### config.mk
export PLATFORM = sky130hd
export DESIGN_NAME = muldiv_sequencer_flat
export DESIGN_NICKNAME = d
export VERILOG_FILES = /design/src/rtl/muldiv_sequencer_if.sv /design/src/rtl/muldiv_sequencer.sv /design/src/flat_wrapper.sv
export SDC_FILE = /design/constraint.sdc
export NUM_CORES = 1
export LEC_CHECK = 0
export CORE_MARGIN = 2
export CORE_UTILIZATION = 60
export DETAILED_ROUTE_END_ITERATION = 16
export PLACE_DENSITY = 0.89
export SETUP_SLACK_MARGIN = 0.5
export SLEW_MARGIN = 10
export SYNTH_ARGS = -nofsm -noshare
export SYNTH_HDL_FRONTEND = slang
export SYNTH_SLANG_ARGS = --single-unit
export TNS_END_PERCENT = 10
### constraint.sdc
create_clock -name clk -period 4.2 [get_ports clk]
set_input_delay 0.42 -clock clk [delete_from_list [all_inputs] [get_ports clk]]
set_output_delay 0.42 -clock clk [all_outputs]
set_load 0.02 [all_outputs]
### src/rtl/muldiv_sequencer_if.sv
// muldiv_sequencer_if: request/response bundle between the core (master) and the mul/div sequencer (slave)
// req_valid/req_ready/op/operand_a/operand_b/flush toward the sequencer; busy/resp_valid/result back to the core
interface muldiv_sequencer_if #(
  parameter int XLEN = 32
);
  logic            req_valid;
  logic            req_ready;
  logic [2:0]      op;
  logic [XLEN-1:0] operand_a;
  logic [XLEN-1:0] operand_b;
  logic            flush;
  logic            busy;
  logic            resp_valid;
  logic [XLEN-1:0] result;
  modport master (
    output req_valid, op, operand_a, operand_b, flush,
    input  req_ready, busy, resp_valid, result
  );
  modport slave (
    input  req_valid, op, operand_a, operand_b, flush,
    output req_ready, busy, resp_valid, result
  );
endinterface

### src/rtl/muldiv_sequencer.sv
// muldiv_sequencer: bit-serial RV32M multiply/divide unit, one operation per handshake, one bit per cycle
// clk/rst: clock and synchronous active-high reset; bus: slave side of muldiv_sequencer_if
module muldiv_sequencer #(
  parameter int XLEN = 32
) (
  input  logic              clk,
  input  logic              rst,
  muldiv_sequencer_if.slave bus
);
  localparam int CNT_W = $clog2(XLEN);
  typedef enum logic [2:0] {IDLE, PREP, ITER, FIX, DONE} state_t;
  state_t            r_state, w_next;
  logic [2:0]        r_op;
  logic [XLEN-1:0]   r_a, r_b, r_quot, r_result;
  logic [XLEN:0]     r_rem;
  logic [2*XLEN:0]   r_acc;
  logic [CNT_W-1:0]  r_cnt;
  logic              r_neg, r_rem_neg;
  logic              w_hs, w_a_sgn, w_b_sgn, w_neg_a, w_neg_b, w_special, w_ge;
  logic [XLEN-1:0]   w_mag_a, w_mag_b, w_special_res, w_quot, w_rem, w_fix;
  logic [XLEN:0]     w_sum, w_diff;
  logic [XLEN+1:0]   w_shift;
  logic [2*XLEN-1:0] w_prod;
  assign w_hs    = bus.req_valid & bus.req_ready;
  assign w_a_sgn = (r_op == 3'b001) | (r_op == 3'b010) | (r_op == 3'b100) | (r_op == 3'b110);
  assign w_b_sgn = (r_op == 3'b001) | (r_op == 3'b100) | (r_op == 3'b110);
  assign w_neg_a = w_a_sgn & r_a[XLEN-1];
  assign w_neg_b = w_b_sgn & r_b[XLEN-1];
  assign w_mag_a = w_neg_a ? -r_a : r_a;
  assign w_mag_b = w_neg_b ? -r_b : r_b;
  // Divide by zero and signed -2^(XLEN-1) / -1 skip the iteration entirely
  assign w_special = r_op[2] & ((r_b == '0) | (~r_op[0] & (r_a == {1'b1, {(XLEN-1){1'b0}}}) & (&r_b)));
  assign w_special_res = r_op[1] ? ((r_b == '0) ? r_a : '0) : ((r_b == '0) ? '1 : r_a);
  // Multiply: the extra top accumulator bit keeps the carry of the add before the right shift
  assign w_sum   = r_acc[2*XLEN:XLEN] + {1'b0, r_a};
  // Divide: r_quot starts as the dividend, its MSB feeds the remainder as quotient bits enter at the LSB
  assign w_shift = {r_rem, r_quot[XLEN-1]};
  assign w_ge    = w_shift >= {2'b00, r_b};
  assign w_diff  = w_shift[XLEN:0] - {1'b0, r_b};
  assign w_prod  = r_neg ? -r_acc[2*XLEN-1:0] : r_acc[2*XLEN-1:0];
  assign w_quot  = r_neg ? -r_quot : r_quot;
  assign w_rem   = r_rem_neg ? -r_rem[XLEN-1:0] : r_rem[XLEN-1:0];
  assign w_fix   = r_op[2] ? (r_op[1] ? w_rem : w_quot)
                           : ((r_op[1:0] == 2'b00) ? w_prod[XLEN-1:0] : w_prod[2*XLEN-1:XLEN]);
  always_ff @(posedge clk) begin
    if (rst) r_state <= IDLE;
    else     r_state <= w_next;
  end
  always_comb begin
    w_next = bus.flush            ? IDLE :
             (r_state == IDLE)    ? (w_hs ? PREP : IDLE) :
             (r_state == PREP)    ? (w_special ? DONE : ITER) :
             (r_state == ITER)    ? ((r_cnt == '0) ? FIX : ITER) :
             (r_state == FIX)     ? DONE : IDLE;
  end
  always_comb begin
    bus.req_ready  = (r_state == IDLE) & ~bus.flush & ~rst;
    bus.busy       = r_state != IDLE;
    bus.resp_valid = r_state == DONE;
  end
  assign bus.result = r_result;
  always_ff @(posedge clk) begin
    if (rst) begin
      r_op      <= '0;
      r_a       <= '0;
      r_b       <= '0;
      r_quot    <= '0;
      r_rem     <= '0;
      r_acc     <= '0;
      r_cnt     <= '0;
      r_neg     <= 1'b0;
      r_rem_neg <= 1'b0;
      r_result  <= '0;
    end else begin
      if (w_hs) begin
        r_op <= bus.op;
        r_a  <= bus.operand_a;
        r_b  <= bus.operand_b;
      end
      if (r_state == PREP) begin
        r_neg     <= w_neg_a ^ w_neg_b;
        r_rem_neg <= w_neg_a;
        r_a       <= w_mag_a;
        r_b       <= w_mag_b;
        r_acc     <= {{(XLEN+1){1'b0}}, w_mag_b};
        r_rem     <= '0;
        r_quot    <= w_mag_a;
        r_cnt     <= CNT_W'(XLEN-1);
        if (w_special & ~bus.flush) r_result <= w_special_res;
      end
      if (r_state == ITER) begin
        r_acc  <= {1'b0, (r_acc[0] ? w_sum : r_acc[2*XLEN:XLEN]), r_acc[XLEN-1:1]};
        r_rem  <= w_ge ? w_diff : w_shift[XLEN:0];
        r_quot <= {r_quot[XLEN-2:0], w_ge};
        r_cnt  <= r_cnt - 1'b1;
      end
      if ((r_state == FIX) & ~bus.flush) r_result <= w_fix;
    end
  end
endmodule

### src/flat_wrapper.sv
// flat-port wrapper written by rule: the top's interface ports become plain ports
module muldiv_sequencer_flat 
#(
  parameter int XLEN = 32
)
  (clk, rst, bus_req_valid, bus_op, bus_operand_a, bus_operand_b, bus_flush, bus_req_ready, bus_busy, bus_resp_valid, bus_result);
  muldiv_sequencer_if #(.XLEN(XLEN)) bus_i ();
  input  logic clk;
  input  logic rst;
  input wire logic [$bits(bus_i.req_valid)-1:0] bus_req_valid;
  input wire logic [$bits(bus_i.op)-1:0] bus_op;
  input wire logic [$bits(bus_i.operand_a)-1:0] bus_operand_a;
  input wire logic [$bits(bus_i.operand_b)-1:0] bus_operand_b;
  input wire logic [$bits(bus_i.flush)-1:0] bus_flush;
  output wire logic [$bits(bus_i.req_ready)-1:0] bus_req_ready;
  output wire logic [$bits(bus_i.busy)-1:0] bus_busy;
  output wire logic [$bits(bus_i.resp_valid)-1:0] bus_resp_valid;
  output wire logic [$bits(bus_i.result)-1:0] bus_result;
  assign bus_i.req_valid = bus_req_valid;
  assign bus_i.op = bus_op;
  assign bus_i.operand_a = bus_operand_a;
  assign bus_i.operand_b = bus_operand_b;
  assign bus_i.flush = bus_flush;
  assign bus_req_ready = bus_i.req_ready;
  assign bus_busy = bus_i.busy;
  assign bus_resp_valid = bus_i.resp_valid;
  assign bus_result = bus_i.result;
  muldiv_sequencer #(.XLEN(XLEN)) u_core (.clk(clk), .rst(rst), .bus(bus_i));
endmodule
# Word-level counts from Yosys, hierarchy flattened
# Index checks and enable logic that the tools add are counted.
[classes]
n_addsub = 8
magnitude_cmp = 1
eq_ne = 9
mux = 35
bitwise = 20
n_reduce_logical = 12
[op_table]
columns = ["op", "count"]
rows = [
  ["32-bit two-way mux", 19],
  ["64-bit two-way mux", 3],
  ["33-bit two-way mux", 4],
  ["32-bit negation", 4],
  ["64-bit negation", 1],
  ["34-bit by 32-bit greater-or-equal comparator with 1-bit output", 1],
  ["32-bit by 32-bit adder with 33-bit output", 1],
  ["33-bit by 32-bit subtractor with 33-bit output", 1],
  ["32-bit equality test (second input constant)", 1],
  ["32-bit zero test", 1],
  ["32-bit AND reduction", 1],
  ["3-bit two-way mux", 5],
  ["1-bit bitwise AND", 10],
  ["5-bit two-way mux", 2],
  ["3-bit by 2-bit equality test with 1-bit output (second input constant)", 3],
  ["3-bit equality test (second input constant)", 3],
  ["2-bit nonzero test", 4],
  ["3-bit by 1-bit equality test with 1-bit output (second input constant)", 2],
  ["1-bit bitwise OR", 6],
  ["5-bit zero test", 1],
  ["5-bit by 1-bit subtractor with 5-bit output (second input constant)", 1],
  ["3-bit zero test", 1],
  ["1-bit inverter", 3],
  ["3-bit nonzero test", 1],
  ["other kinds (5)", 6],
]
[word_totals]
regBits = 238
inputBits = 71

# Depth between registers and ports, before layout
[depth]
depth_word = 9
mapped_depth = 15

# Worst setup path after synthesis
# Ideal clock, no wire load.
[synth_timing]
path_kind = "flip-flop to flip-flop"
from = "reg u_core.r_b[7]"
to = "reg u_core.r_rem[13]"
setup_time_ns = 0.128
arrival_ns = 3.114
required_time_ns = 4.072
slack_ns = 0.958
stages_incl_launch_ff = 14
n_path_buf = 3
cell_sequence = "dfxtp_1 -> clkbuf_1 -> inv_1 -> ha_1 -> nand2_1 -> o21ai_0 -> o21ai_0 -> a211oi_1 -> o21bai_1 -> o211ai_1 -> buf_1 -> buf_1 -> mux2i_1 -> o21ai_0"
[synth_via]
elab_chain_len = 3
elab_cells_between_ends = 4
cone_classes = "1 x add/sub; 1 x order compare; 2 x mux"
[synth_lines]
columns = ["item", "line", "source"]
rows = [
  ["start: declaration", "muldiv_sequencer.sv:14", "logic [XLEN-1:0] r_a, r_b, r_quot, r_result;"],
  ["start signal: assignment", "muldiv_sequencer.sv:78", "r_b <= bus.operand_b;"],
  ["start signal: assignment", "muldiv_sequencer.sv:84", "r_b <= w_mag_b;"],
  ["33-bit by 32-bit subtractor with 33-bit output / 34-bit by 32-bit greater-or-equal comparator with 1-bit output (equally long branches)", "muldiv_sequencer.sv:39, muldiv_sequencer.sv:38", ""],
  ["33-bit two-way mux *", "muldiv_sequencer.sv:93", "r_rem <= w_ge ? w_diff : w_shift[XLEN:0];"],
  ["33-bit two-way mux *", "muldiv_sequencer.sv:91", "if (r_state == ITER) begin"],
  ["end signal: assignment", "muldiv_sequencer.sv:93", ""],
  ["end: declaration", "muldiv_sequencer.sv:15", "logic [XLEN:0] r_rem;"],
]
# Every way passes the cells marked *; elsewhere a longest branch is shown, timed or not.
# A chain may end at the register's enable or synchronous reset.

# Worst setup path after layout
[layout_timing]
from = "reg u_core.r_a[0]"
to = "reg u_core.r_acc[57]"
[layout_via]
elab_chain_len = 3
[layout_lines]
columns = ["item", "line", "source"]
rows = [
  ["start: declaration", "muldiv_sequencer.sv:14", ""],
  ["start signal: assignment", "muldiv_sequencer.sv:77", "r_a <= bus.operand_a;"],
  ["start signal: assignment", "muldiv_sequencer.sv:83", "r_a <= w_mag_a;"],
  ["32-bit by 32-bit adder with 33-bit output", "muldiv_sequencer.sv:35", "assign w_sum = r_acc[2*XLEN:XLEN] + {1'b0, r_a};"],
  ["33-bit two-way mux", "muldiv_sequencer.sv:92", "r_acc <= {1'b0, (r_acc[0] ? w_sum : r_acc[2*XLEN:XLEN]), r_acc[XLEN-1:1]};"],
  ["64-bit two-way mux", "muldiv_sequencer.sv:91", ""],
  ["end signal: assignment", "muldiv_sequencer.sv:85", "r_acc <= {{(XLEN+1){1'b0}}, w_mag_b};"],
  ["end signal: assignment", "muldiv_sequencer.sv:92", ""],
  ["end: declaration", "muldiv_sequencer.sv:16", "logic [2*XLEN:0] r_acc;"],
]
# Every way passes these cells.

==> impl_metrics.ini <==
[layout]
nFillCells = 2518
n_antenna_cell = 0
fin_util_pct = 68.98
areaGrowthSynthToFinish_pct = 12.46
final_cells = 3016
finalNetCount = 2743
drive_above_1_share_pct = 6.412

[synth]
ys_ff_latch = 238
async_reset_ff_share_pct = 0
yosys.area.top_type_share_pct = 25.26
synthTopCellsByArea = dfxtp_1 (25%), xnor2_1 (6.2%), nand2_1 (5.9%), a21oi_1 (5.8%), o21ai_0 (5.3%)
synth_warnings = 0
synthDistinctLibCells = 77
synth.top_cells.by_count = nand2_1 (298), dfxtp_1 (238), nor2_1 (228), a21oi_1 (218), o21ai_0 (198)
syn_avg_cell_area_sq_um = 7.260
postSynthNetCount = 2742
ys_seq_area_share_pct = 25.26
synthCells = 2598
ys.flop_type = dfxtp_1
syn_area_sq_um = 18860
synth-edff-count = 0
synth.most_common_cell = nand2_1
yosys.area.top_type = dfxtp_1

[clocking]
cts_tree = built
cts_root_buf = clkbuf_16
clk_latency_ns = 0.58
clkTransAtPathRegs_ns = 0.06
cts_buffers = 29
clk_path_buf_depth = 3
cts_num_sinks = 238
cts_htree_levels = 1

[grt]
antenna_found_initial = 1
grt_pass1_vias = 20410
grt_pass1_wl_microns = 121100
grt_max_degree = 98
overflow = 0
track_usage_pct = 47.27

[sta]
finalSetupTns_ns = 0
relSlewSlack_pct = 33.50
finClkSkew_ns = 0.009165
hold_ws_ns = 0.2077
slew_viol_final = 0
finalSetupViolCount = 0
worst_slew_pin_slew_ns = 0.9975
min_period_ns = 3.686
hold_viol = 0
max_freq_mhz = 271.3
post-route-period-util_pct = 87.76
rsz0062_at_grt = true

[worst_hold_path]
hold_depth = 2
min_path_type = in -> reg
hold_end = u_core.r_b[29]
hp-start = rst

[worst_setup_path]
worstSetupEndpointType = flop
crit_path_start_kind = flop
worstPathArrival_ns = 4.18
worstReg2RegStart = u_core.r_a[0]
path_class = reg -> reg
rr_worst_depth = 13
reg2reg_slack_ns = 0.51
required_ns = 4.69
r2r-end = u_core.r_acc[57]
crit_fanout = 9

[drt]
totalWireLength_microns = 80400
dr_total_vias = 21910
wl_per_cell_microns = 26.66
vias_per_cell = 7.263
drt-initial-drc-count = 3179
dr.pass1.iters = 8
ant_nets = 0
drc_errors = 0

[die]
io_pins = 106
dieWidth_microns = 181.3
die_area_sq_um = 32870
num_rows = 64
design.core.area_sq_um = 30750
start_util_pct = 61.34
die_h_microns = 181.3

[placed_design]
dp_hpwl_microns = 60350
place_congestion = 1.115
numPortBuffers = 105
dpl.cell_count = 2963

[power_and_ir_drop]
power_per_cell_area_nw_per_um2 = 293.8
p_leak_uw = 0.008109
ir_drop_v = 0.0003244

[outcome]
status = completed

[job]
drv_cap = 0
-- final cells by class --
type                    instances  area (sq um)  area share [%]
multi-input cells            2084         13110           61.79
flip-flops and latches        238          4766           22.47
repair buffers                180          1628           7.675
clock buffers                  38         799.5           3.769
well taps                     396         495.5           2.336
inverters                      66         247.7           1.168
clock inverters                14         167.7          0.7905
-- critical path, cell delays in order (launching register included) --
cell       delay, ns
dfxtp_1         0.59
ha_1            0.29
inv_1           0.07
fa_1            0.40
nand2b_1        0.18
a21oi_1         0.22
o2111ai_1       0.21
a41oi_1         0.28
buf_4           0.21
a21oi_1         0.09
o21ai_0         0.37
nand3_1         0.15
mux2_2          0.29
a311oi_1        0.23
-- cells in the final DEF (no fill, tap or decap), types with 28 or more instances in the layout --
cell type,synthesis,final
o31ai_1,36,35
nand3_1,62,62
xor2_1,75,75
clkdlybuf4s50_1,0,104
buf_4,0,74
a21oi_1,218,218
ha_1,71,71
nand4_1,28,28
nand2_1,298,298
nor3_1,70,69
nor4_1,44,44
or4_1,32,32
nor2_1,228,225
dfxtp_1,238,237
or3_1,30,30
a211oi_1,45,44
a21o_1,36,36
inv_1,65,65
xnor2_1,134,134
a31oi_1,53,53
a22oi_1,83,83
o21ai_0,198,198
clkbuf_16,0,29
-- routing by layer --
metal	share of wire (%)	GRT usage, %	vias to the layer above	wire, microns
met2	43	73.99	1726	34550
met4	9.7	36.16	2	7767
met3	12	9.514	430	9316
li1	-	-	9613	-
met1	36	57.17	10130	28750
met5	0.011	0	-	9
-- worst max path at each step --
| stage | start | to | slack [ns] | cells after the start |
|---|---|---|---|---|
| global route | u_core.r_a[0] | u_core.r_acc[57] | 0.35 | 13 |
| global placement | u_core.r_a[6] | u_core.r_acc[62] | 0.66 | 11 |
| finish | u_core.r_a[0] | u_core.r_acc[57] | 0.51 | 13 |
| detailed placement | u_core.r_quot[31] | u_core.r_rem[16] | 0.54 | 14 |
| floorplan | u_core.r_b[7] | u_core.r_rem[13] | 0.96 | 13 |
| CTS | u_core.r_quot[31] | u_core.r_rem[24] | 0.52 | 14 |
-- repair_timing --
action / in CTS / in global routing
gates resized for setup: 0 / 2
buffers inserted: 0 / 1
endpoints found under the setup margin: 0 / 43
hold buffers: 0 / 0
-- registers in the layout, summed over array words and instances (netlist names), 3 cells and up --
signal and count:
u_core.bus.result 32, u_core.r_cnt 5, u_core.r_quot 32, u_core.r_op 3, u_core.r_a 32, u_core.r_rem 33
u_core.r_acc 64, u_core.r_state 3, u_core.r_b 32
-- per-stage QoR --
step	instance area (sq um)	worst slack, ns	total power (uW)
after floorplan	18860	0.9577	3193
after global placement	20220	0.6593	3558
after detailed placement	20220	0.5354	3577
after CTS	21190	0.5218	6159
after global routing	21210	0.3528	6373
final	21210	0.5142	6231
-- where the power goes --
part	switching (uW)	internal (uW)	leakage [uW]	total (uW)
clock network	1110	1530	0.000485	2640
registers	62.4	2290	0.00192	2350
logic	784	460	0.00570	1240
-- cells by family (layout without fill, tap and decap cells) --
| group | after synthesis | in the layout | share of synthesized area, % |
|---|---|---|---|
| xor+xnor | 209 | 209 | 9.705 |
| compound gates | 881 | 881 | 30.34 |
| simple gates | 878 | 878 | 21.95 |
| mux | 27 | 27 | 1.459 |
| buf+inv | 276 | 298 | 5.513 |
| flops | 238 | 238 | 25.26 |
| fa+ha+maj | 89 | 89 | 5.772 |
Power figures use the tool's default switching activity.
